<file path="config.mk">
export PLATFORM = sky130hd
export DESIGN_NAME = cmul_rnd_sat_pipe
export DESIGN_NICKNAME = d
export VERILOG_FILES = /design/src/rtl/cmul_rnd_sat_pkg.sv /design/src/rtl/cmul_rnd_sat_pipe_rnd_sat_stage.sv /design/src/rtl/cmul_rnd_sat_pipe.sv
export SDC_FILE = /design/constraint.sdc
export NUM_CORES = 2
export LEC_CHECK = 0
export BUFFER_PORTS_ARGS = -buffer_cell sky130_fd_sc_hd__buf_2
export CORE_MARGIN = 2
export CORE_UTILIZATION = 30
export CTS_CLUSTER_DIAMETER = 200
export DETAILED_ROUTE_END_ITERATION = 10
export GPL_TIMING_DRIVEN = 0
export SETUP_SLACK_MARGIN = 0.2
export SLEW_MARGIN = 15
export SYNTH_ARGS = -nofsm -noshare
export SYNTH_HDL_FRONTEND = slang
export SYNTH_SLANG_ARGS = --single-unit
</file>
<file path="constraint.sdc">
create_clock -name clk -period 6.3 [get_ports clk]
set_clock_uncertainty 0.2 [all_clocks]
set_input_delay 0.315 -clock clk [delete_from_list [all_inputs] [get_ports clk]]
set_output_delay 0.315 -clock clk [all_outputs]
set_load 0.02 [all_outputs]
</file>
<file path="src/rtl/cmul_rnd_sat_pkg.sv">
// ============================================================================
// Module      : cmul_rnd_sat_pkg
// Description : Width helpers, operand packing indices and the saturation
//               range test shared by the complex multiplier blocks.
// Revision    : 1.0 - initial release
// ============================================================================
`default_nettype none

package cmul_rnd_sat_pkg;

    // Half index of a packed complex word: I lives in the upper half.
    localparam int HALF_I = 1;
    localparam int HALF_Q = 0;

    function automatic int fw_f(input int dw);
        return 2 * dw + 1;
    endfunction

    function automatic int drop_f(input int fw, input int ow, input int cb);
        return fw - ow - cb;
    endfunction

    function automatic int idx_lo_f(input int half, input int w);
        return half * w;
    endfunction

    // Saturate-to-N decision: {above max, below min} for an n-bit signed range.
    function automatic logic [1:0] sat_dir_f(input logic signed [63:0] x, input int n);
        logic signed [63:0] hi;
        hi = (64'sd1 <<< (n - 1)) - 64'sd1;
        return {x > hi, x < (-hi - 64'sd1)};
    endfunction

endpackage

`default_nettype wire

</file>
<file path="src/rtl/cmul_rnd_sat_pipe_rnd_sat_stage.sv">
// ============================================================================
// Module      : rnd_sat_stage
// Description : One component round-half-up then signed saturation.
//               Clamp flag output exists only with CMUL_RND_SAT_FLAG_EN.
// Revision    : 1.0 - initial release
// ============================================================================
`default_nettype none

module rnd_sat_stage
    import cmul_rnd_sat_pkg::*;
#(
    parameter int IN_WIDTH  = 33,
    parameter int OUT_WIDTH = 16,
    parameter int CLIP_BITS = 0
) (
    input  logic signed [IN_WIDTH-1:0]  x_i,
    output logic        [OUT_WIDTH-1:0] y_o
`ifdef CMUL_RND_SAT_FLAG_EN
    ,
    output logic                        sat_o
`endif
);

    localparam int DROP = drop_f(IN_WIDTH, OUT_WIDTH, CLIP_BITS);

    logic signed [63:0] ext_w;
    logic signed [63:0] rnd_w;
    logic        [1:0]  dir_w;

    assign ext_w = {{(64 - IN_WIDTH){x_i[IN_WIDTH-1]}}, x_i};

    generate
        if (DROP > 0) begin : g_round
            assign rnd_w = (ext_w + (64'sd1 <<< (DROP - 1))) >>> DROP;
        end else begin : g_pass
            assign rnd_w = ext_w;
        end
    endgenerate

    assign dir_w = sat_dir_f(rnd_w, OUT_WIDTH);

    always_comb begin
        y_o = rnd_w[OUT_WIDTH-1:0];
        if (dir_w[1]) begin
            y_o = {1'b0, {(OUT_WIDTH - 1){1'b1}}};
        end else if (dir_w[0]) begin
            y_o = {1'b1, {(OUT_WIDTH - 1){1'b0}}};
        end
    end

`ifdef CMUL_RND_SAT_FLAG_EN
    assign sat_o = |dir_w;
`endif

endmodule

`default_nettype wire

</file>
<file path="src/rtl/cmul_rnd_sat_pipe.sv">
// ============================================================================
// Module      : cmul_rnd_sat_pipe
// Description : 4-stage AXI-Stream complex multiplier (a*b or a*conj(b)) with
//               round-half-up and saturation. CMUL_RND_SAT_FLAG_EN adds
//               out_tsat and sat_sticky.
// Revision    : 1.0 - initial release
// ============================================================================
`default_nettype none

module cmul_rnd_sat_pipe
    import cmul_rnd_sat_pkg::*;
#(
    parameter int DATA_WIDTH = 16,
    parameter int OUT_WIDTH  = 16,
    parameter int CLIP_BITS  = 0
) (
    input  logic                    clk,
    input  logic                    reset,
    input  logic                    in_tvalid,
    output logic                    in_tready,
    input  logic                    in_tlast,
    input  logic                    in_tconj,
    input  logic [2*DATA_WIDTH-1:0] adata,
    input  logic [2*DATA_WIDTH-1:0] bdata,
    output logic                    out_tvalid,
    input  logic                    out_tready,
    output logic                    out_tlast,
    output logic [2*OUT_WIDTH-1:0]  pdata
`ifdef CMUL_RND_SAT_FLAG_EN
    ,
    output logic                    out_tsat,
    output logic                    sat_sticky
`endif
);

    localparam int FW     = fw_f(DATA_WIDTH);
    localparam int PW     = 2 * DATA_WIDTH;
    localparam int A_I_LO = idx_lo_f(HALF_I, DATA_WIDTH);
    localparam int A_Q_LO = idx_lo_f(HALF_Q, DATA_WIDTH);
    localparam int P_I_LO = idx_lo_f(HALF_I, OUT_WIDTH);
    localparam int P_Q_LO = idx_lo_f(HALF_Q, OUT_WIDTH);

    logic                         adv;
    logic                         s1_v_q, s1_last_q, s1_conj_q;
    logic signed [DATA_WIDTH-1:0] ar_q, ai_q, br_q, bi_q;
    logic                         s2_v_q, s2_last_q, s2_conj_q;
    logic signed [PW-1:0]         rr_q, ii_q, ri_q, ir_q;
    logic signed [FW-1:0]         rr_x, ii_x, ri_x, ir_x;
    logic                         s3_v_q, s3_last_q;
    logic signed [FW-1:0]         i_q, q_q, i_d, q_d;
    logic [OUT_WIDTH-1:0]         yi_d, yq_d;
    logic [2*OUT_WIDTH-1:0]       pdata_d, pdata_q;
    logic                         out_tvalid_q, out_tlast_q;

    // Whole pipe moves as one; in_tready never looks at in_tvalid.
    assign adv        = ~out_tvalid_q | out_tready;
    assign in_tready  = adv;
    assign out_tvalid = out_tvalid_q;
    assign out_tlast  = out_tlast_q;
    assign pdata      = pdata_q;

    assign rr_x = {rr_q[PW-1], rr_q};
    assign ii_x = {ii_q[PW-1], ii_q};
    assign ri_x = {ri_q[PW-1], ri_q};
    assign ir_x = {ir_q[PW-1], ir_q};

    always_comb begin
        if (s2_conj_q) begin
            i_d = rr_x + ii_x;
            q_d = ir_x - ri_x;
        end else begin
            i_d = rr_x - ii_x;
            q_d = ri_x + ir_x;
        end
    end

    always_comb begin
        pdata_d = '0;
        pdata_d[P_I_LO +: OUT_WIDTH] = yi_d;
        pdata_d[P_Q_LO +: OUT_WIDTH] = yq_d;
    end

    always_ff @(posedge clk) begin
        if (reset) begin
            s1_v_q       <= 1'b0;
            s1_last_q    <= 1'b0;
            s1_conj_q    <= 1'b0;
            ar_q         <= '0;
            ai_q         <= '0;
            br_q         <= '0;
            bi_q         <= '0;
            s2_v_q       <= 1'b0;
            s2_last_q    <= 1'b0;
            s2_conj_q    <= 1'b0;
            rr_q         <= '0;
            ii_q         <= '0;
            ri_q         <= '0;
            ir_q         <= '0;
            s3_v_q       <= 1'b0;
            s3_last_q    <= 1'b0;
            i_q          <= '0;
            q_q          <= '0;
            out_tvalid_q <= 1'b0;
            out_tlast_q  <= 1'b0;
            pdata_q      <= '0;
        end else if (adv) begin
            s1_v_q       <= in_tvalid;
            s1_last_q    <= in_tlast;
            s1_conj_q    <= in_tconj;
            ar_q         <= adata[A_I_LO +: DATA_WIDTH];
            ai_q         <= adata[A_Q_LO +: DATA_WIDTH];
            br_q         <= bdata[A_I_LO +: DATA_WIDTH];
            bi_q         <= bdata[A_Q_LO +: DATA_WIDTH];
            s2_v_q       <= s1_v_q;
            s2_last_q    <= s1_last_q;
            s2_conj_q    <= s1_conj_q;
            rr_q         <= PW'(ar_q) * PW'(br_q);
            ii_q         <= PW'(ai_q) * PW'(bi_q);
            ri_q         <= PW'(ar_q) * PW'(bi_q);
            ir_q         <= PW'(ai_q) * PW'(br_q);
            s3_v_q       <= s2_v_q;
            s3_last_q    <= s2_last_q;
            i_q          <= i_d;
            q_q          <= q_d;
            out_tvalid_q <= s3_v_q;
            out_tlast_q  <= s3_last_q;
            pdata_q      <= pdata_d;
        end
    end

`ifdef CMUL_RND_SAT_FLAG_EN
    logic sat_i_d, sat_q_d, out_tsat_q, sat_sticky_q;

    rnd_sat_stage #(.IN_WIDTH(FW), .OUT_WIDTH(OUT_WIDTH), .CLIP_BITS(CLIP_BITS))
        u_rnd_i (.x_i(i_q), .y_o(yi_d), .sat_o(sat_i_d));
    rnd_sat_stage #(.IN_WIDTH(FW), .OUT_WIDTH(OUT_WIDTH), .CLIP_BITS(CLIP_BITS))
        u_rnd_q (.x_i(q_q), .y_o(yq_d), .sat_o(sat_q_d));

    // Sticky only records clamped beats that actually leave the block.
    always_ff @(posedge clk) begin
        if (reset) begin
            out_tsat_q   <= 1'b0;
            sat_sticky_q <= 1'b0;
        end else begin
            if (adv) begin
                out_tsat_q <= sat_i_d | sat_q_d;
            end
            if (out_tvalid_q && out_tready && out_tsat_q) begin
                sat_sticky_q <= 1'b1;
            end
        end
    end

    assign out_tsat   = out_tsat_q;
    assign sat_sticky = sat_sticky_q;
`else
    rnd_sat_stage #(.IN_WIDTH(FW), .OUT_WIDTH(OUT_WIDTH), .CLIP_BITS(CLIP_BITS))
        u_rnd_i (.x_i(i_q), .y_o(yi_d));
    rnd_sat_stage #(.IN_WIDTH(FW), .OUT_WIDTH(OUT_WIDTH), .CLIP_BITS(CLIP_BITS))
        u_rnd_q (.x_i(q_q), .y_o(yq_d));
`endif

endmodule

`default_nettype wire

</file>
======== Word level (Yosys, flattened, before mapping) ========
Index checks and enable logic that the tools add are counted.
storage, ports and cells
  register bits ........................... 300
  input port bits ......................... 70
  output and inout port bits .............. 35
  word-level logic and storage cells ...... 43
operators by class
  add/subtract/negate cells ............... 6
  multiply operators ...................... 4
  order comparisons ....................... 4
  multiplexer cells ....................... 6
  bitwise operators ....................... 2
operators by type and width
  cell                    number
  $mul 16x16->32          4
  $add 33x18->34 const B  2
  $add 32x32->33          2
  $mux 33                 2
  $sub 32x32->33          2
  $mux 16                 4
  $gt 17x16->1 const B    2
  $lt 17x16->1 const B    2
  $not 1->1               1
  $or 1x1->1              1

======== Depth between registers and ports, before layout ========
  depth in word-level cells ............... 4
  mapped depth ............................ 24
  mapped depth without buffers ............ 23

======== By module ========
Synthesis repeated with hierarchy kept, for this count alone.
second synthesis, totals
  cells, all modules ...................... 6,370
  area, all modules ....................... 54,843.8 um^2
modules (own cells, without submodules)
  module             instances  cells each  area an instance (um^2)  seq. area each (um^2)
  cmul_rnd_sat_pipe  1          6,216       53,795.3                 6,005.8
  rnd_sat_stage      2          77          524.3                    0.0

======== Worst setup path after synthesis ========
OpenSTA, ideal clock, no wires.
  kind .................................... register -> register
  start ................................... register ai_q[15]
  end ..................................... register ir_q[31]
  library setup time ...................... 0.103 ns
  arrival time ............................ 6.297 ns
  data required time ...................... 5.997 ns
  path slack .............................. -0.300 ns
  stages on the path, launching flop included .. 22
  path buffers ............................ 1
  period minus slack after synthesis ...... 6.600 ns
  path through ............................ dfxtp_1 > clkbuf_1 > nand2_1 > inv_1 > fa_1 > fa_1 > fa_1 > fa_1 > fa_1 > inv_1 > fa_1 > inv_1 > ha_1 > a21o_1 > a21o_1 > a21oi_1 > o21a_1 > a311oi_1 > and4_4 > a2111oi_4 > nor2_1 > a2111oi_2
on the way
  cells in the longest elaborated chain, start to end .. 1
RTL lines
  item                    line                      RTL
  start, declared         cmul_rnd_sat_pipe.sv:45   logic signed [DATA_WIDTH-1:0] ar_q, ai_q, br_q, bi_q;
  start signal, assigned  cmul_rnd_sat_pipe.sv:111  ai_q <= adata[A_Q_LO +: DATA_WIDTH];
  $mul 16x16->32          cmul_rnd_sat_pipe.sv:120  ir_q <= PW'(ai_q) * PW'(br_q);
  end signal, assigned    cmul_rnd_sat_pipe.sv:120
  end, declared           cmul_rnd_sat_pipe.sv:47   logic signed [PW-1:0] rr_q, ii_q, ri_q, ir_q;
No other way between the ends.
A chain may end at the register's enable or synchronous reset.

======== Worst setup path in the final report ========
  start ................................... register br_q[5]
  end ..................................... register ir_q[31]
on the way
  cells in the longest elaborated chain, start to end .. 1
RTL lines
  item                    line                      RTL
  start, declared         cmul_rnd_sat_pipe.sv:45
  start signal, assigned  cmul_rnd_sat_pipe.sv:112  br_q <= bdata[A_I_LO +: DATA_WIDTH];
  $mul 16x16->32          cmul_rnd_sat_pipe.sv:120
No other way between the ends.

==> summary.md <==
| Metric | Value |
|---|---|
| Reg clk slew, reported paths | 60 ps |
| Power Dens Cells | between 300 and 400 nW/um^2 |
| Seq cells post-synth | around 270 |
| Startpoint type of the worst setup path | flop |
| Count of input and output buffers | 104 |
| PnR worst setup slack | -381 ps |
| Min-Delay Path Class | primary input to flop |
| WP data arrival | 7020 ps |
| Max Cap Violations | 0 |
| Pins Over Slew Limit | 0 |
| First-pass GRT wire length | between 300000 and 400000 um |
| Die H | 421 um |
| CTS sink count | 268 |
| H-tree level count | 2 |
| Routed length per instance | about 25 um |
| Starting Density | 30.1% |
| Setup violators final | 40 |
| Slowest CP cell | fa_2 |
| Clock buffer depth | 3 |
| Post-DP HPWL | approximately 180000 um |
| Crit path kind | flop to flop |
| Number of flops mapped to enable cells by yosys | 0 |
| Commonest non-fill, non-tap cell in the layout | inv_1 |
| CP Max Fanout | 5 |
| CP cell instances | clkbuf_16 > and2_4 > fa_1 > inv_2 > fa_1 > fa_1 > inv_2 > fa_1 > fa_1 > inv_1 > fa_2 > inv_2 > ha_4 > buf_4 > a21oi_4 > o21ai_4 > buf_12 > a21o_4 > o211ai_4 > a311oi_4 > and4_4 > a2111oi_4 > nor2_2 > a2111oi_4 |
| Mean Syn Cell Area | 8.71 sq um |
| Static leakage | between 30 and 40 nW |
| Skew-Pair Late Insertion Delay | 650 ps |
| Via count | 44032 |
| Layout Nets | slightly below 8000 |
| Num CTS Buffers | 35 |
| Buf/Inv on CP | 7 |
| Seq/Total Area, Yosys | slightly above 10% |
| Drt total wl | 221000 um |
| Top post-synthesis cells by area | fa_1, dfxtp_1, ha_1, inv_1, nand2_1 |
| RSZ-0062 raised after global routing | yes |
| Fmax | 150 MHz |
| P&R area growth vs syn | 23.3% |
| Die Wd | ~420 um |
| Worst path max stage delay | about 570 ps |
| Synth top area share | 40.2% |
| Most used cell, CP | fa_1 |
| Pre-antenna DRT Iters | 6 |
| Largest net degree at the start of global routing | 13 |
| Dpl ws | -2680 ps |
| # IOs | 105 |
| Slew margin rel. | 14.9% |
| Tmin final | 6680 ps |
| CP Capture Type | flop |
| Logic pwr share | 74.6% |
| Failing checks | setup timing |
| Pint | 9.61 mW |
| Row count | 153 |
| Via density | 5.02 |
| Cell taking the most area after synthesis | fa_1 |
| DRT iter0 DRCs | 3539 |
| Initial antenna violation count | 23 |
| Period utilization | 106% |
| Slew at the pin with the worst max-slew slack | between 1000 and 1500 ps |
| Yosys cell types | 87 |
| CTS tree | built |
| Layout cell share with drive strength beyond 1 | 16.2% |
| Hold path cells | 5 |
| DRC violations left | 0 |
| YS warnings | 0 |
| CTS Root Buffer Type | clkbuf_16 |
| Post-Syn Area | 52200 sq um |
| Fillers | about 18000 |
| Worst Reg-to-Reg Cells | 24 |
| Max IR drop VDD | around 0.29 mV |
| Core box area | 173000 sq um |
| NetSw | between 10 and 15 mW |
| RD Place Congestion | about 1.0 |
| Final Util | a little under two fifths |
| Async SR Flop Fraction | 0% |
| Sequential power share | 13.6% |
| Grt total ovfl | 0 |
| Endpoints failing hold | 0 |
| Worst path required time | about 6600 ps |
| Critical Path Stages | 24 |
| Main synth FF type | dfxtp_1 |
| Critical path's top delay family | adder cells |
| Die ar. | 177000 sq um |
| Post-Syn Nets | about 7500 |
| Status | complete, but fails checks |
| Total track usage | approximately 25% |
| Sw frac | 51.2% |
| Mapped Cells | 5995 |
| ANT nets after route | 0 |
| Clock power share | 11.8% |
| Vias in the first global route | 46859 |
| Commonest non-fill, non-tap cells in the layout | inv_1, fa_1, nand2_1, and2_1, ha_1 |
==> layer usage <==
layer	track usage [%]	up-vias	part of all wire [%]
li1	-	19057	-
met2	39.1	1907	45
met3	4.44	565	7.9
met4	18.9	12	9.3
met1	30.3	22491	38
met5	0	-	0.035
==> flip-flops by register name (all words and copies together), names as in the netlist, 17 cells and up <==
| name | flops |
|---|---|
| ri_q | 32 |
| ii_q | 32 |
| i_q | 17 |
| pdata | 32 |
| rr_q | 32 |
| ir_q | 32 |
| q_q | 17 |
==> worst register-to-register path, cell delays in order (launching register included) <==
cell and delay, ps:
dfxtp_4 390, clkbuf_16 180, and2_4 150, fa_1 550
inv_2 40, fa_1 450, fa_1 510, inv_2 40
fa_1 500, fa_1 500, inv_1 50, fa_2 570
inv_2 60, ha_4 220, buf_4 140, a21oi_4 150
o21ai_4 100, buf_12 160, a21o_4 240, o211ai_4 260
a311oi_4 150, and4_4 230, a2111oi_4 340, nor2_2 100
a2111oi_4 320
==> through the flow <==
step	std cells	hold WS, ps	power, mW	TNS [ps]	area (sq um)
floorplan	5995	225	10.0	0	52300
global placement	8424	238	14.0	-103170	55700
detailed placement	8425	245	14.2	-107660	55700
CTS	8707	210	18.6	-4440	63000
global route	8761	265	21.0	-15710	64300
finish	8769	220	19.7	-8860	64400
==> cells in the mapped netlist (all sizes together), types with 14 or more instances <==
master and instances:
fa 1048, and3 20, ha 394, nand3 56, nor2b 19, nand2 892
inv 1205, and2 501, xor2 82, a31oi 21, nor3 59, dfxtp 268
xnor2 152, clkbuf 279, a211oi 43, o21a 22, o21ai 117, o31ai 14
nand2b 34, or3 24, nor2 195, a21oi 306, nand4 14, o21bai 25
a21o 55
==> logic make-up (layout without fill, tap and decap cells) <==
logic type | Yosys count | count (layout) | synth area share [%]
and+or+nand+nor | 1866 | 1866 | 17.1
other | 0 | 10 | 0
muxes | 9 | 9 | 0.177
AOI/OAI and AO/OA | 686 | 686 | 8.14
buffers and inverters | 1490 | 1929 | 10.7
DFF | 268 | 268 | 10.3
xor gates and xnor gates | 234 | 234 | 3.94
adders and majority gates | 1442 | 1442 | 49.6
==> final cells by class <==
cell class                 instances  area, sq um  area share (%)
sequential                       268         5560            8.63
clock buffer                      43          926            1.44
tap                             2325         2910            4.52
antenna                           10         25.0          0.0389
timing repair buffer             379         3110            4.84
buffer                           284         3240            5.04
clock inverter                    17          313           0.486
inverter                        1206         4540            7.06
multi-input combinational       4237        43700            67.9
==> worst paths after layout <==
check / slack [ps] / from / end
worst max-delay path: -380 / br_q[5] / ir_q[31]
worst min-delay path: 220 / reset / q_q[18]
worst max register to register: -380 / br_q[5] / ir_q[31]
worst min register to register: 250 / s3_v_q / s3_v_q
==> what timing repair did <==
action / CTS / global route
resized for setup: 1007 / 235
hold buffers: 67 / 0
pin swaps: 210 / 178
gates cloned: 1 / 1
buffers inserted: 154 / 51
setup endpoints to repair: 91 / 80
hold endpoints to repair: 67 / 0
==> power by group through the flow <==
stage	combinational, mW	sequential, mW	clock (mW)
2_1_floorplan	7.51	2.53	0
3_3_place_gp	11.4	2.68	0
3_5_place_dp	11.5	2.69	0
4_1_cts	13.6	2.66	2.36
5_1_grt	15.8	2.71	2.42
6_report	14.7	2.67	2.33
Power figures use the tool's default switching activity.
